==> src/rtl/peak_search_pkg.sv <==
// Shared types and width helpers for the peak search controller and its merge datapath.
package peak_search_pkg;

  typedef enum logic [1:0] {
    ST_IDLE   = 2'd0,
    ST_SEARCH = 2'd1,
    ST_DONE   = 2'd2
  } state_t;

  function automatic int stamp_width(input int clockwidth);
    return clockwidth + 1;
  endfunction

  function automatic int idx_width(input int phases);
    return (phases > 1) ? $clog2(phases) : 1;
  endfunction

  // Most negative metric; callers truncate to their metric width.
  function automatic logic signed [63:0] min_metric(input int mw);
    return -(64'sd1 <<< (mw - 1));
  endfunction

endpackage

==> src/rtl/peak_search_ctrl_merge.sv <==
// peak_merge: combinational top-2 merge of a candidate beat into the running peaks.
module peak_merge
  import peak_search_pkg::*;
#(
  parameter int MW = 32,
  parameter int IW = 4,
  parameter int TW = 5
) (
  input  logic signed [MW-1:0] thresh,
  input  logic signed [MW-1:0] beat_max1,
  input  logic signed [MW-1:0] beat_max2,
  input  logic [IW-1:0]        beat_idx1,
  input  logic [IW-1:0]        beat_idx2,
  input  logic [TW-1:0]        stamp,
  input  logic signed [MW-1:0] cur_max1,
  input  logic signed [MW-1:0] cur_max2,
  input  logic [IW-1:0]        cur_idx1,
  input  logic [IW-1:0]        cur_idx2,
  input  logic [TW-1:0]        cur_clk1,
  input  logic [TW-1:0]        cur_clk2,
  output logic signed [MW-1:0] new_max1,
  output logic signed [MW-1:0] new_max2,
  output logic [IW-1:0]        new_idx1,
  output logic [IW-1:0]        new_idx2,
  output logic [TW-1:0]        new_clk1,
  output logic [TW-1:0]        new_clk2
);

  localparam logic signed [MW-1:0] MIN_METRIC = MW'(min_metric(MW));

  logic signed [MW-1:0] b1, b2;

  always_comb begin
    b1       = (beat_max1 < thresh) ? MIN_METRIC : beat_max1;
    b2       = (beat_max2 < thresh) ? MIN_METRIC : beat_max2;
    new_max1 = cur_max1;
    new_idx1 = cur_idx1;
    new_clk1 = cur_clk1;
    new_max2 = cur_max2;
    new_idx2 = cur_idx2;
    new_clk2 = cur_clk2;
    // >= everywhere so that ties go to the newest beat.
    if (b1 >= cur_max1) begin
      new_max1 = b1;
      new_idx1 = beat_idx1;
      new_clk1 = stamp;
      if (b2 >= cur_max1) begin
        new_max2 = b2;
        new_idx2 = beat_idx2;
        new_clk2 = stamp;
      end else begin
        new_max2 = cur_max1;
        new_idx2 = cur_idx1;
        new_clk2 = cur_clk1;
      end
    end else if (b1 >= cur_max2) begin
      new_max2 = b1;
      new_idx2 = beat_idx1;
      new_clk2 = stamp;
    end
  end

endmodule

==> src/rtl/peak_search_ctrl.sv <==
// Windowed top-2 peak search controller with a valid/ready result port.
// Optional PEAK_SPACING_CHECK_EN adds res_spacing / res_period_ok outputs.
//
// state  | meaning
// IDLE   | waiting for start; start latches win_len and clears running peaks
// SEARCH | merging candidate beats until win_len beats seen
// DONE   | result presented, held until res_ready or abort
module peak_search_ctrl
  import peak_search_pkg::*;
#(
  parameter int DATAWIDTH   = 16,
  parameter int PHASES      = 16,
  parameter int PERIODICITY = 16,
  parameter int CLOCKWIDTH  = 4,
  localparam int MW = 2 * DATAWIDTH,
  localparam int IW = idx_width(PHASES),
  localparam int TW = stamp_width(CLOCKWIDTH)
) (
  input  logic                 clk,
  input  logic                 rst_n,
  input  logic                 start,
  input  logic                 abort,
  input  logic [TW-1:0]        win_len,
  input  logic signed [MW-1:0] thresh,
  input  logic                 cand_valid,
  input  logic signed [MW-1:0] cand_max1,
  input  logic signed [MW-1:0] cand_max2,
  input  logic [IW-1:0]        cand_idx1,
  input  logic [IW-1:0]        cand_idx2,
  output logic                 busy,
  output logic                 res_valid,
  input  logic                 res_ready,
  output logic                 res_found,
  output logic signed [MW-1:0] res_max1,
  output logic signed [MW-1:0] res_max2,
  output logic [IW-1:0]        res_idx1,
  output logic [IW-1:0]        res_idx2,
  output logic [TW-1:0]        res_clk1,
  output logic [TW-1:0]        res_clk2
`ifdef PEAK_SPACING_CHECK_EN
  ,
  output logic [TW+IW-1:0]     res_spacing,
  output logic                 res_period_ok
`endif
);

  localparam logic signed [MW-1:0] MIN_METRIC = MW'(min_metric(MW));

  state_t               state;
  logic [TW-1:0]        beat_cnt, win_len_q;
  logic signed [MW-1:0] run_max1, run_max2, mrg_max1, mrg_max2, cap_max1, cap_max2;
  logic [IW-1:0]        run_idx1, run_idx2, mrg_idx1, mrg_idx2, cap_idx1, cap_idx2;
  logic [TW-1:0]        run_clk1, run_clk2, mrg_clk1, mrg_clk2, cap_clk1, cap_clk2;
  logic                 empty_win, final_beat, cap_found;

  peak_merge #(.MW(MW), .IW(IW), .TW(TW)) u_merge (
    .thresh    (thresh),
    .beat_max1 (cand_max1),
    .beat_max2 (cand_max2),
    .beat_idx1 (cand_idx1),
    .beat_idx2 (cand_idx2),
    .stamp     (beat_cnt),
    .cur_max1  (run_max1),
    .cur_max2  (run_max2),
    .cur_idx1  (run_idx1),
    .cur_idx2  (run_idx2),
    .cur_clk1  (run_clk1),
    .cur_clk2  (run_clk2),
    .new_max1  (mrg_max1),
    .new_max2  (mrg_max2),
    .new_idx1  (mrg_idx1),
    .new_idx2  (mrg_idx2),
    .new_clk1  (mrg_clk1),
    .new_clk2  (mrg_clk2)
  );

  assign empty_win  = (win_len_q == '0);
  assign final_beat = cand_valid && (beat_cnt == win_len_q - TW'(1));

  // Result source: an empty window publishes the untouched initial peaks.
  always_comb begin
    cap_max1 = empty_win ? run_max1 : mrg_max1;
    cap_max2 = empty_win ? run_max2 : mrg_max2;
    cap_idx1 = empty_win ? run_idx1 : mrg_idx1;
    cap_idx2 = empty_win ? run_idx2 : mrg_idx2;
    cap_clk1 = empty_win ? run_clk1 : mrg_clk1;
    cap_clk2 = empty_win ? run_clk2 : mrg_clk2;
  end

  assign cap_found = (cap_max1 != MIN_METRIC);

`ifdef PEAK_SPACING_CHECK_EN
  localparam int SW = TW + IW;
  logic [SW-1:0] cap_pos1, cap_pos2, cap_spacing, cap_abs;
  logic          cap_period_ok;

  assign cap_pos1      = SW'(cap_clk1) * SW'(PHASES) + SW'(cap_idx1);
  assign cap_pos2      = SW'(cap_clk2) * SW'(PHASES) + SW'(cap_idx2);
  assign cap_spacing   = cap_pos1 - cap_pos2;
  assign cap_abs       = cap_spacing[SW-1] ? (SW'(0) - cap_spacing) : cap_spacing;
  assign cap_period_ok = (cap_abs == SW'(PERIODICITY)) && cap_found;
`endif

  always_ff @(posedge clk) begin
    if (!rst_n) begin
      state     <= ST_IDLE;
      busy      <= 1'b0;
      res_valid <= 1'b0;
      res_found <= 1'b0;
      res_max1  <= '0;
      res_max2  <= '0;
      res_idx1  <= '0;
      res_idx2  <= '0;
      res_clk1  <= '0;
      res_clk2  <= '0;
      beat_cnt  <= '0;
      win_len_q <= '0;
      run_max1  <= '0;
      run_max2  <= '0;
      run_idx1  <= '0;
      run_idx2  <= '0;
      run_clk1  <= '0;
      run_clk2  <= '0;
`ifdef PEAK_SPACING_CHECK_EN
      res_spacing   <= '0;
      res_period_ok <= 1'b0;
`endif
    end else begin
      case (state)
        ST_IDLE: begin
          if (start) begin
            state     <= ST_SEARCH;
            busy      <= 1'b1;
            win_len_q <= win_len;
            beat_cnt  <= '0;
            run_max1  <= MIN_METRIC;
            run_max2  <= MIN_METRIC;
            run_idx1  <= '0;
            run_idx2  <= '0;
            run_clk1  <= '0;
            run_clk2  <= '0;
          end
        end
        ST_SEARCH: begin
          if (abort) begin
            state <= ST_IDLE;
            busy  <= 1'b0;
          end else if (empty_win || final_beat) begin
            state     <= ST_DONE;
            res_valid <= 1'b1;
            res_found <= cap_found;
            res_max1  <= cap_max1;
            res_max2  <= cap_max2;
            res_idx1  <= cap_idx1;
            res_idx2  <= cap_idx2;
            res_clk1  <= cap_clk1;
            res_clk2  <= cap_clk2;
`ifdef PEAK_SPACING_CHECK_EN
            res_spacing   <= cap_spacing;
            res_period_ok <= cap_period_ok;
`endif
          end
          if (!abort && !empty_win && cand_valid) begin
            run_max1 <= mrg_max1;
            run_max2 <= mrg_max2;
            run_idx1 <= mrg_idx1;
            run_idx2 <= mrg_idx2;
            run_clk1 <= mrg_clk1;
            run_clk2 <= mrg_clk2;
            beat_cnt <= beat_cnt + TW'(1);
          end
        end
        ST_DONE: begin
          if (abort || res_ready) begin
            state     <= ST_IDLE;
            busy      <= 1'b0;
            res_valid <= 1'b0;
          end
        end
        default: begin
          state     <= ST_IDLE;
          busy      <= 1'b0;
          res_valid <= 1'b0;
        end
      endcase
    end
  end

endmodule

==> config.mk <==
export PLATFORM = sky130hd
export DESIGN_NAME = peak_search_ctrl
export DESIGN_NICKNAME = d
export VERILOG_FILES = /design/src/rtl/peak_search_pkg.sv /design/src/rtl/peak_search_ctrl_merge.sv /design/src/rtl/peak_search_ctrl.sv
export SDC_FILE = /design/constraint.sdc
export NUM_CORES = 1
export LEC_CHECK = 0
export ABC_AREA = 0
export ABC_CLOCK_PERIOD_IN_PS = 6900
export BUFFER_PORTS_ARGS = -buffer_cell sky130_fd_sc_hd__buf_2
export CAP_MARGIN = 40
export CORE_MARGIN = 8
export CORE_UTILIZATION = 42
export CTS_BUF_LIST = sky130_fd_sc_hd__clkbuf_4 sky130_fd_sc_hd__clkbuf_8
export CTS_CLUSTER_DIAMETER = 60
export DETAILED_ROUTE_END_ITERATION = 8
export PLACE_DENSITY = 0.71
export SLEW_MARGIN = 20
export SYNTH_ARGS = -nofsm -noshare
export SYNTH_HDL_FRONTEND = slang
export SYNTH_HIERARCHICAL = 1
export SYNTH_SLANG_ARGS = --single-unit
==> constraint.sdc <==
create_clock -name clk -period 6.9 [get_ports clk]
set_input_delay 0.69 -clock clk [delete_from_list [all_inputs] [get_ports clk]]
set_output_delay 0.69 -clock clk [all_outputs]
set_load 0.005 [all_outputs]
==> results of run 1 <==
## cells by family after synthesis
family,after synthesis,share of synthesized area
adders and majority gates,160,0.140
AOI/OAI and AO/OA,455,0.233
xor gates and xnor gates,9,0.00552
buffers and inverters,257,0.0908
and+or+nand+nor,776,0.273
muxes,7,0.00622
DFF,179,0.251
## metal layers
metal,global-route usage,up-vias,share of wire
met2,0.416,635,0.47
met3,0.0484,109,0.073
met1,0.322,6944,0.43
met4,0.110,2,0.036
li1,-,6896,-
met5,0,-,0.00025
## cells in the mapped netlist, types with 3 or more instances
master / count / share of area
nand2_1: 321 / 0.084
dfxtp_1: 179 / 0.25
ha_1: 160 / 0.14
nand3_1: 148 / 0.052
a21oi_1: 124 / 0.043
inv_1: 116 / 0.030
nand4_1: 107 / 0.047
a21boi_1: 84 / 0.044
o211a_1: 82 / 0.057
o21ai_0: 64 / 0.022
and2_1: 60 / 0.026
clkbuf_1: 55 / 0.014
buf_2: 36 / 0.013
nand3b_1: 32 / 0.017
a22oi_1: 25 / 0.013
nor2_1: 21 / 0.0055
nor3_1: 20 / 0.0070
nor4_1: 17 / 0.0074
buf_4: 13 / 0.0068
buf_1: 12 / 0.0032
a21o_1: 11 / 0.0058
nand2b_1: 11 / 0.0048
a221oi_1: 9 / 0.0055
buf_12: 9 / 0.013
nor2b_1: 9 / 0.0039
buf_6: 8 / 0.0063
o21a_1: 8 / 0.0042
a22oi_2: 7 / 0.0061
and4_1: 6 / 0.0037
nor3b_1: 6 / 0.0032
a31oi_1: 5 / 0.0022
clkbuf_2: 5 / 0.0018
xnor2_1: 5 / 0.0031
a32oi_1: 4 / 0.0025
xor2_1: 4 / 0.0025
a2111oi_0: 3 / 0.0018
a211oi_1: 3 / 0.0016
a21oi_2: 3 / 0.0018
and3_1: 3 / 0.0013
dlymetal6s2s_1: 3 / 0.0026
mux2i_1: 3 / 0.0021
o2111ai_1: 3 / 0.0018
## layout make-up
class	instances	area, sq um
inverter	116	435
clock inverter	11	140
clock buffer	21	277
timing repair buffer	249	1610
multi-input combinational	1407	9430
tap	448	561
fill	3304	17500
sequential	179	3580
## critical path, cell delays in order
cell and delay [ns]:
buf_2 0.13, ha_1 0.29, a21oi_1 0.15, o21ai_0 0.14
a221oi_1 0.69, a31oi_1 0.20, o22a_2 0.33, buf_12 0.19
and2_1 0.17, ha_1 0.31, nand4_1 0.18, nor4_1 0.44
nand2_1 0.12, a31oi_1 0.36, o22ai_4 0.15, buf_12 0.22
nand3_1 0.10, o21ai_0 0.28, nor4_1 0.44, nand4_1 0.19
or3_1 0.33, and4b_1 0.22, o21a_1 0.16
## power by group through the flow
stage / Sequential [mW] / Combinational [mW] / Clock [mW]
global route: 1.12 / 1.69 / 0.869
global placement: 1.14 / 1.47 / 0
detailed placement: 1.14 / 1.51 / 0
finish: 1.11 / 1.56 / 0.812
floorplan: 1.13 / 1.03 / 0
CTS: 1.11 / 1.52 / 0.825
## metrics by stage
step / hold WS (ns) / power (mW) / cell area, sq um / instances
floorplan: 0.444 / 2.16 / 14300 / 1843
global placement: 0.451 / 2.60 / 15400 / 2391
detailed placement: 0.463 / 2.65 / 15600 / 2398
CTS: 0.421 / 3.46 / 16000 / 2430
global route: 0.434 / 3.68 / 16000 / 2431
finish: 0.447 / 3.49 / 16000 / 2431
## registers in the layout (all words and copies together) (netlist names)
signal,cells
state,2
run_clk1,5
run_clk2,5
res_idx1,4
win_len_q,5
res_max2,32
res_max1,32
run_idx1,4
busy,1
res_found,1
res_clk1,5
run_max1,32
run_max2,32
res_valid,1
run_idx2,4
beat_cnt,5
res_clk2,5
res_idx2,4
## worst paths after layout
kind,to,depth (start not counted),start,slack [ns]
max,res_found$_SDFFE_PN0P_,23,cand_max1[9],0.81
min,win_len_q[1]$_SDFFE_PN0P_,3,win_len[1],0.45
max reg2reg,res_found$_SDFFE_PN0P_,15,run_max1[31]$_SDFFE_PN0P_,2.72
min reg2reg,run_clk2[2]$_SDFFE_PN0P_,2,run_clk2[2]$_SDFFE_PN0P_,0.48
==> impl_results.md, run 1 <==
* Power Density at 217 nW/um^2
* FF+latch count, synth at 179
* Library cells used by synthesis at 72
* Post-CTS sizing at 0
* Die extent in y at about 200 microns
* Setup repair bufs after CTS at 0
* Die width at 200 microns
* Num CTS Buffers at 17
* Worst-path fanout max at slightly above 50
* Clk network pwr share at 0.233
* Worst relative slew slack at 0.451
* Starting Density at 0.426
* Clk_lat worst skew at 0.51 ns
* PortBufs at 199
* Syn nets at 2118
* Finished Core Util at 0.478
* Crit Path Class: in2reg
* Final Hold Vio Count at 0
* Average cell area after synthesis at 7.75 sq um
* Pint at 2.00 mW
* Final Worst Setup Slack at slightly above 0.8 ns
* CTS tree: built
* Setup Skew at approximately 0.021 ns
* Number of max-cap violations at 0
* Number of synthesized flops with an enable pin at 0
* Lkg Pwr at 7.33 nW
* Final Setup Violations at 0
* # H-tree levels at 4
* Final critical-path share of the clock period at 0.882
* Clk pin slew, worst setup/hold paths at 0.12 ns
* DRT Pass-1 Iters at 5
* Sw Pwr at 1.49 mW
* Antenna cells at 0
* Required @ worst endpoint at approximately 7.3 ns
* Vias/cell at ~6
* Status: finished, final reports clean
* Mapped Cells at 1843
* Largest net degree at the start of global routing at 73
* Max clock buf depth at 2
* Total Nets Final at 2245
* Sequential share of the synthesized area at 0.251
* Routed via count at 14.6k
* CP Launch Type: input port
* Total Wirelength at 52900 microns
* Most common cell after layout, fill and taps aside: nand2_1
* Peak VDD IR at roughly 0.00013 V
* Fin crit period at 6.09 ns
* # IOs at 200
* All-Layer GR Usage at 0.254
* Layout area overhead at 12.2%
* Fin Setup TNS at 0 ns
* Seq pwr share at 0.320
* First-pass GRT wire length at 82500 microns
* Yosys warns at 6
* Row cnt at 67
* Top FF cell, synth: dfxtp_1
* Number of global-route vias before repair at 14.4k
* GRT overflow at 0
* Maximum clock frequency at 0.164 GHz
* Core ar. at 33500 sq um
* # hold bufs at CTS at 0
* DRC at 0
* Final Max Tran Viols at 0
* 1st-iter DRT viols at ~1.4k
* Async SR Flop Fraction at 0
* Share of cells above drive strength 1 at 0.158
* Worst EP arrival at ~6.5 ns
* Combinational power share at 0.448
* Commonest non-fill, non-tap cells in the layout: 321 x nand2_1, 198 x buf_2, 179 x dfxtp_1
* Unrepaired setup endpoints after global routing: no
* Cell Area, Synth at 14300 sq um
* Root buffer cell: clkbuf_8
* HPWL after DPL at 38600 microns
* Die area at roughly 40000 sq um
* Crit end category: register
* Gpl congestion at around 0.97
* Worst min path class: in2reg
* Slew @ Worst Pin at 0.824 ns
* Placement Setup Slack at 0.345 ns
* # clock sinks at 179
* DR WL/cell at 21.8 microns
* Initial antenna violation count at 1
* Final ANT Viol Nets at 0
* Switching Share at 0.426
Power figures use the tool's default switching activity.
==> run 2: changes to the inputs <==
--- a/config.mk
+++ b/config.mk
@@ -7,14 +7,14 @@
 export LEC_CHECK = 0
 export ABC_AREA = 0
 export ABC_CLOCK_PERIOD_IN_PS = 6900
-export BUFFER_PORTS_ARGS = -buffer_cell sky130_fd_sc_hd__buf_2
 export CAP_MARGIN = 40
 export CORE_MARGIN = 8
 export CORE_UTILIZATION = 42
 export CTS_BUF_LIST = sky130_fd_sc_hd__clkbuf_4 sky130_fd_sc_hd__clkbuf_8
 export CTS_CLUSTER_DIAMETER = 60
 export DETAILED_ROUTE_END_ITERATION = 8
-export PLACE_DENSITY = 0.71
+export DONT_BUFFER_PORTS = 1
+export PLACE_DENSITY = 0.66
 export SLEW_MARGIN = 20
 export SYNTH_ARGS = -nofsm -noshare
 export SYNTH_HDL_FRONTEND = slang
==> run 2 against run 1 <==
Net effect: via count shrank 5.6%; non-clock buffer count shrank 210; maximum frequency shrank 3.9%; design area shrank 6.9%; register-to-register slack lost 0.07 ns; hold slack lost 0.12 ns; global-route usage shrank 0.97 points; worst setup slack lost 0.25 ns; sequential share of layout area grew 1.7 points; critical endpoint unchanged; largest cell class unchanged; highest routed layer is now met4.
==> impl_results.md, run 2 (synthesized netlist as in run 1, its figures left out) <==
* Setup repair bufs after CTS at 0 (unchanged)
* Final Hold Vio Count at 0 (unchanged)
* Share of cells above drive strength 1 at 0.0581 (-0.100)
* Peak VDD IR at 0.000157 V (+19%)
* Reg2reg setup slack at 2.65 ns (-0.07 ns)
* Reg-to-Reg Start: run_max1[31]$_SDFFE_PN0P_
* Initial antenna violation count at 2 (+1)
* Max clock buf depth at 2 (unchanged)
* # H-tree levels at 4 (unchanged)
* Most common cell after layout, fill and taps aside: nand2_1
* Vias/cell at 6.19 (+3.2%)
* DR WL/cell at 23.0 microns (+5.8%)
* Worst-path fanout max at 39 (-24%)
* Lkg Pwr at 6.35 nW (-13%)
* Worst min-delay path startpoint: rst_n
* Power Density at 225 nW/um^2 (+3.3%)
* Slowest Stage Delay on Critical Path at 0.76 ns (+0.07 ns)
* Num CTS Buffers at 17 (unchanged)
* Total Nets Final at 2035 (-9.4%)
* Final ANT Viol Nets at 0 (unchanged)
* First-pass GRT wire length at 79200 microns (-4.0%)
* Die extent in y at 200 microns (unchanged)
* Post-CTS sizing at 0 (unchanged)
* Worst min path class: in2reg
* Fin Setup TNS at 0 ns (unchanged)
* Layout area overhead at 4.51%
* Routed via count at 13.8k (-5.6%)
* Commonest non-fill, non-tap cells in the layout: 321 x nand2_1, 179 x dfxtp_1, 160 x ha_1
* Critical path's top delay family: compound AO/OA/AOI/OAI gates
* Number of max-cap violations at 0 (unchanged)
* Buffer and inverter count on the worst path at 3 (unchanged)
* # hold bufs at CTS at 0 (unchanged)
* All-Layer GR Usage at 0.244 (-0.00966)
* Status: finished, final reports clean
* Core ar. at 33500 sq um (unchanged)
* Die area at 40200 sq um (unchanged)
* Starting Density at 0.426 (unchanged)
* PortBufs at 0 (-100%)
* Fill cell count at 3407 (+3.1%)
* # IOs at 200 (unchanged)
* Fin crit period at 6.33 ns (+0.246 ns)
* HPWL after DPL at 37000 microns (-4.0%)
* Root buffer cell: clkbuf_8
* Die width at 200 microns (unchanged)
* Worst r2r path cells at 15 (unchanged)
* Final Setup Violations at 0 (unchanged)
* Slew @ Worst Pin at 0.826 ns (+0.00174 ns)
* Clk_lat worst skew at 0.50 ns (about the same)
* Worst relative slew slack at 0.450 (-0.00116)
* Worst-path cell chain: inv_1, ha_1, a21oi_1, o21ai_0, a221oi_1, a31oi_1, o22a_2, buf_4, and2_1, ha_1, nand4_1, nor4_1, nand2_1, a31oi_1, o22ai_4, buf_12, nand3_1, o21ai_0, nor4_1, nand4_1, or3_1, and4b_1, o21a_1
* CP Launch Type: input port
* Crit Path Class: in2reg
* Gpl congestion at 0.918 (-4.9%)
* Crit end category: register
* Row cnt at 67 (unchanged)
* Final Max Tran Viols at 0 (unchanged)
* Maximum clock frequency at 0.158 GHz (-3.9%)
* 1st-iter DRT viols at 1374 (-1.4%)
* Final critical-path share of the clock period at 0.918 (+0.0356)
* Setup Skew at 0.0237 ns (+0.00277 ns)
* Reg area at 3580 sq um (unchanged)
* GRT overflow at 0 (unchanged)
* Number of global-route vias before repair at 13.1k (-9.2%)
* Multi-input combinational cell area at 9430 sq um (unchanged)
* Worst EP arrival at 6.74 ns (+0.23 ns)
* CTS tree: built
* Hold path depth at 1 (-2)
* DRT Pass-1 Iters at 6 (+1)
* # clock sinks at 179 (unchanged)
* Largest net degree at the start of global routing at 178 (+140%)
* Total Wirelength at 51200 microns (-3.3%)
* Clk pin slew, worst setup/hold paths at 0.12 ns (about the same)
* Unrepaired setup endpoints after global routing: no
* Reg2reg end: res_found$_SDFFE_PN0P_
* Hold_ws at 0.325 ns (-0.122 ns)
* DRC at 0 (unchanged)
* Hold Path End: res_max2[3]$_SDFFE_PN0P_
* Crit-path slowest cell: a221oi_1
* Required @ worst endpoint at 7.31 ns (about the same)
## run 2: cell count changes in the layout (fill, tap and decap cells not counted)
cell        before  now
bufinv_16        2    3
clkbuf_4         2    1
clkinv_4         3    0
clkinv_2         0    1
clkbuf_8        19   18
diode_2          0    2
clkinv_8         0    1
clkinvlp_4       1    2
buf_4           36   26
buf_12           9    6
buf_2          198    1
## run 2: worst reg2reg max path, delay by kind of cell (launching register included)
kind	cells	cell delay, ns
AO/OA/AOI/OAI	4	0.88
buffers and inverters	2	0.33
flip-flops	1	0.43
AND/OR/NAND/NOR	8	2.16
adder cells (fa/ha/maj)	1	0.36
## run 2: worst max path at each step
stage,end,cells after the start,startpoint
after floorplan,res_found$_SDFFE_PN0P_,23,thresh[14]
after global placement,res_max2[10]$_SDFFE_PN0P_,21,thresh[31]
after detailed placement,res_found$_SDFFE_PN0P_,23,thresh[11]
after CTS,res_found$_SDFFE_PN0P_,23,thresh[9]
after global routing,res_found$_SDFFE_PN0P_,23,thresh[11]
final,res_found$_SDFFE_PN0P_,23,thresh[9]
## run 2: area by class of cell
type / instances / area share
antenna: 2 / 0.000335
timing repair buffer: 39 / 0.0325
multi-input combinational: 1407 / 0.632
sequential: 179 / 0.240
tap: 448 / 0.0375
clock buffer: 19 / 0.0171
inverter: 116 / 0.0292
clock inverter: 12 / 0.0116
## run 2: power by group
group	internal [mW]	switching, mW	total [mW]
combinational	0.501	0.902	1.40
sequential	1.08	0.0481	1.12
clock	0.380	0.448	0.828
## run 2: per-layer routing
metal / track usage / share of wire / vias up
li1: - / - / 6476
met1: 0.316 / 0.43 / 6607
met2: 0.399 / 0.47 / 606
met3: 0.0523 / 0.082 / 75
met4: 0.0796 / 0.027 / 0
met5: 0 / 0 / -
## run 2: stage by stage
stage / instance area [sq um] / instances / power [mW] / utilization / setup slack (ns)
finish: 14900 / 2222 / 3.36 / 0.445 / 0.567
global route: 14900 / 2222 / 3.55 / 0.445 / 0.412
CTS: 14900 / 2220 / 3.35 / 0.445 / 0.867
detailed placement: 14500 / 2189 / 2.52 / 0.432 / 0.335
global placement: 14300 / 2181 / 2.47 / 0.427 / 0.415
floorplan: 14300 / 1843 / 2.16 / - / 1.43
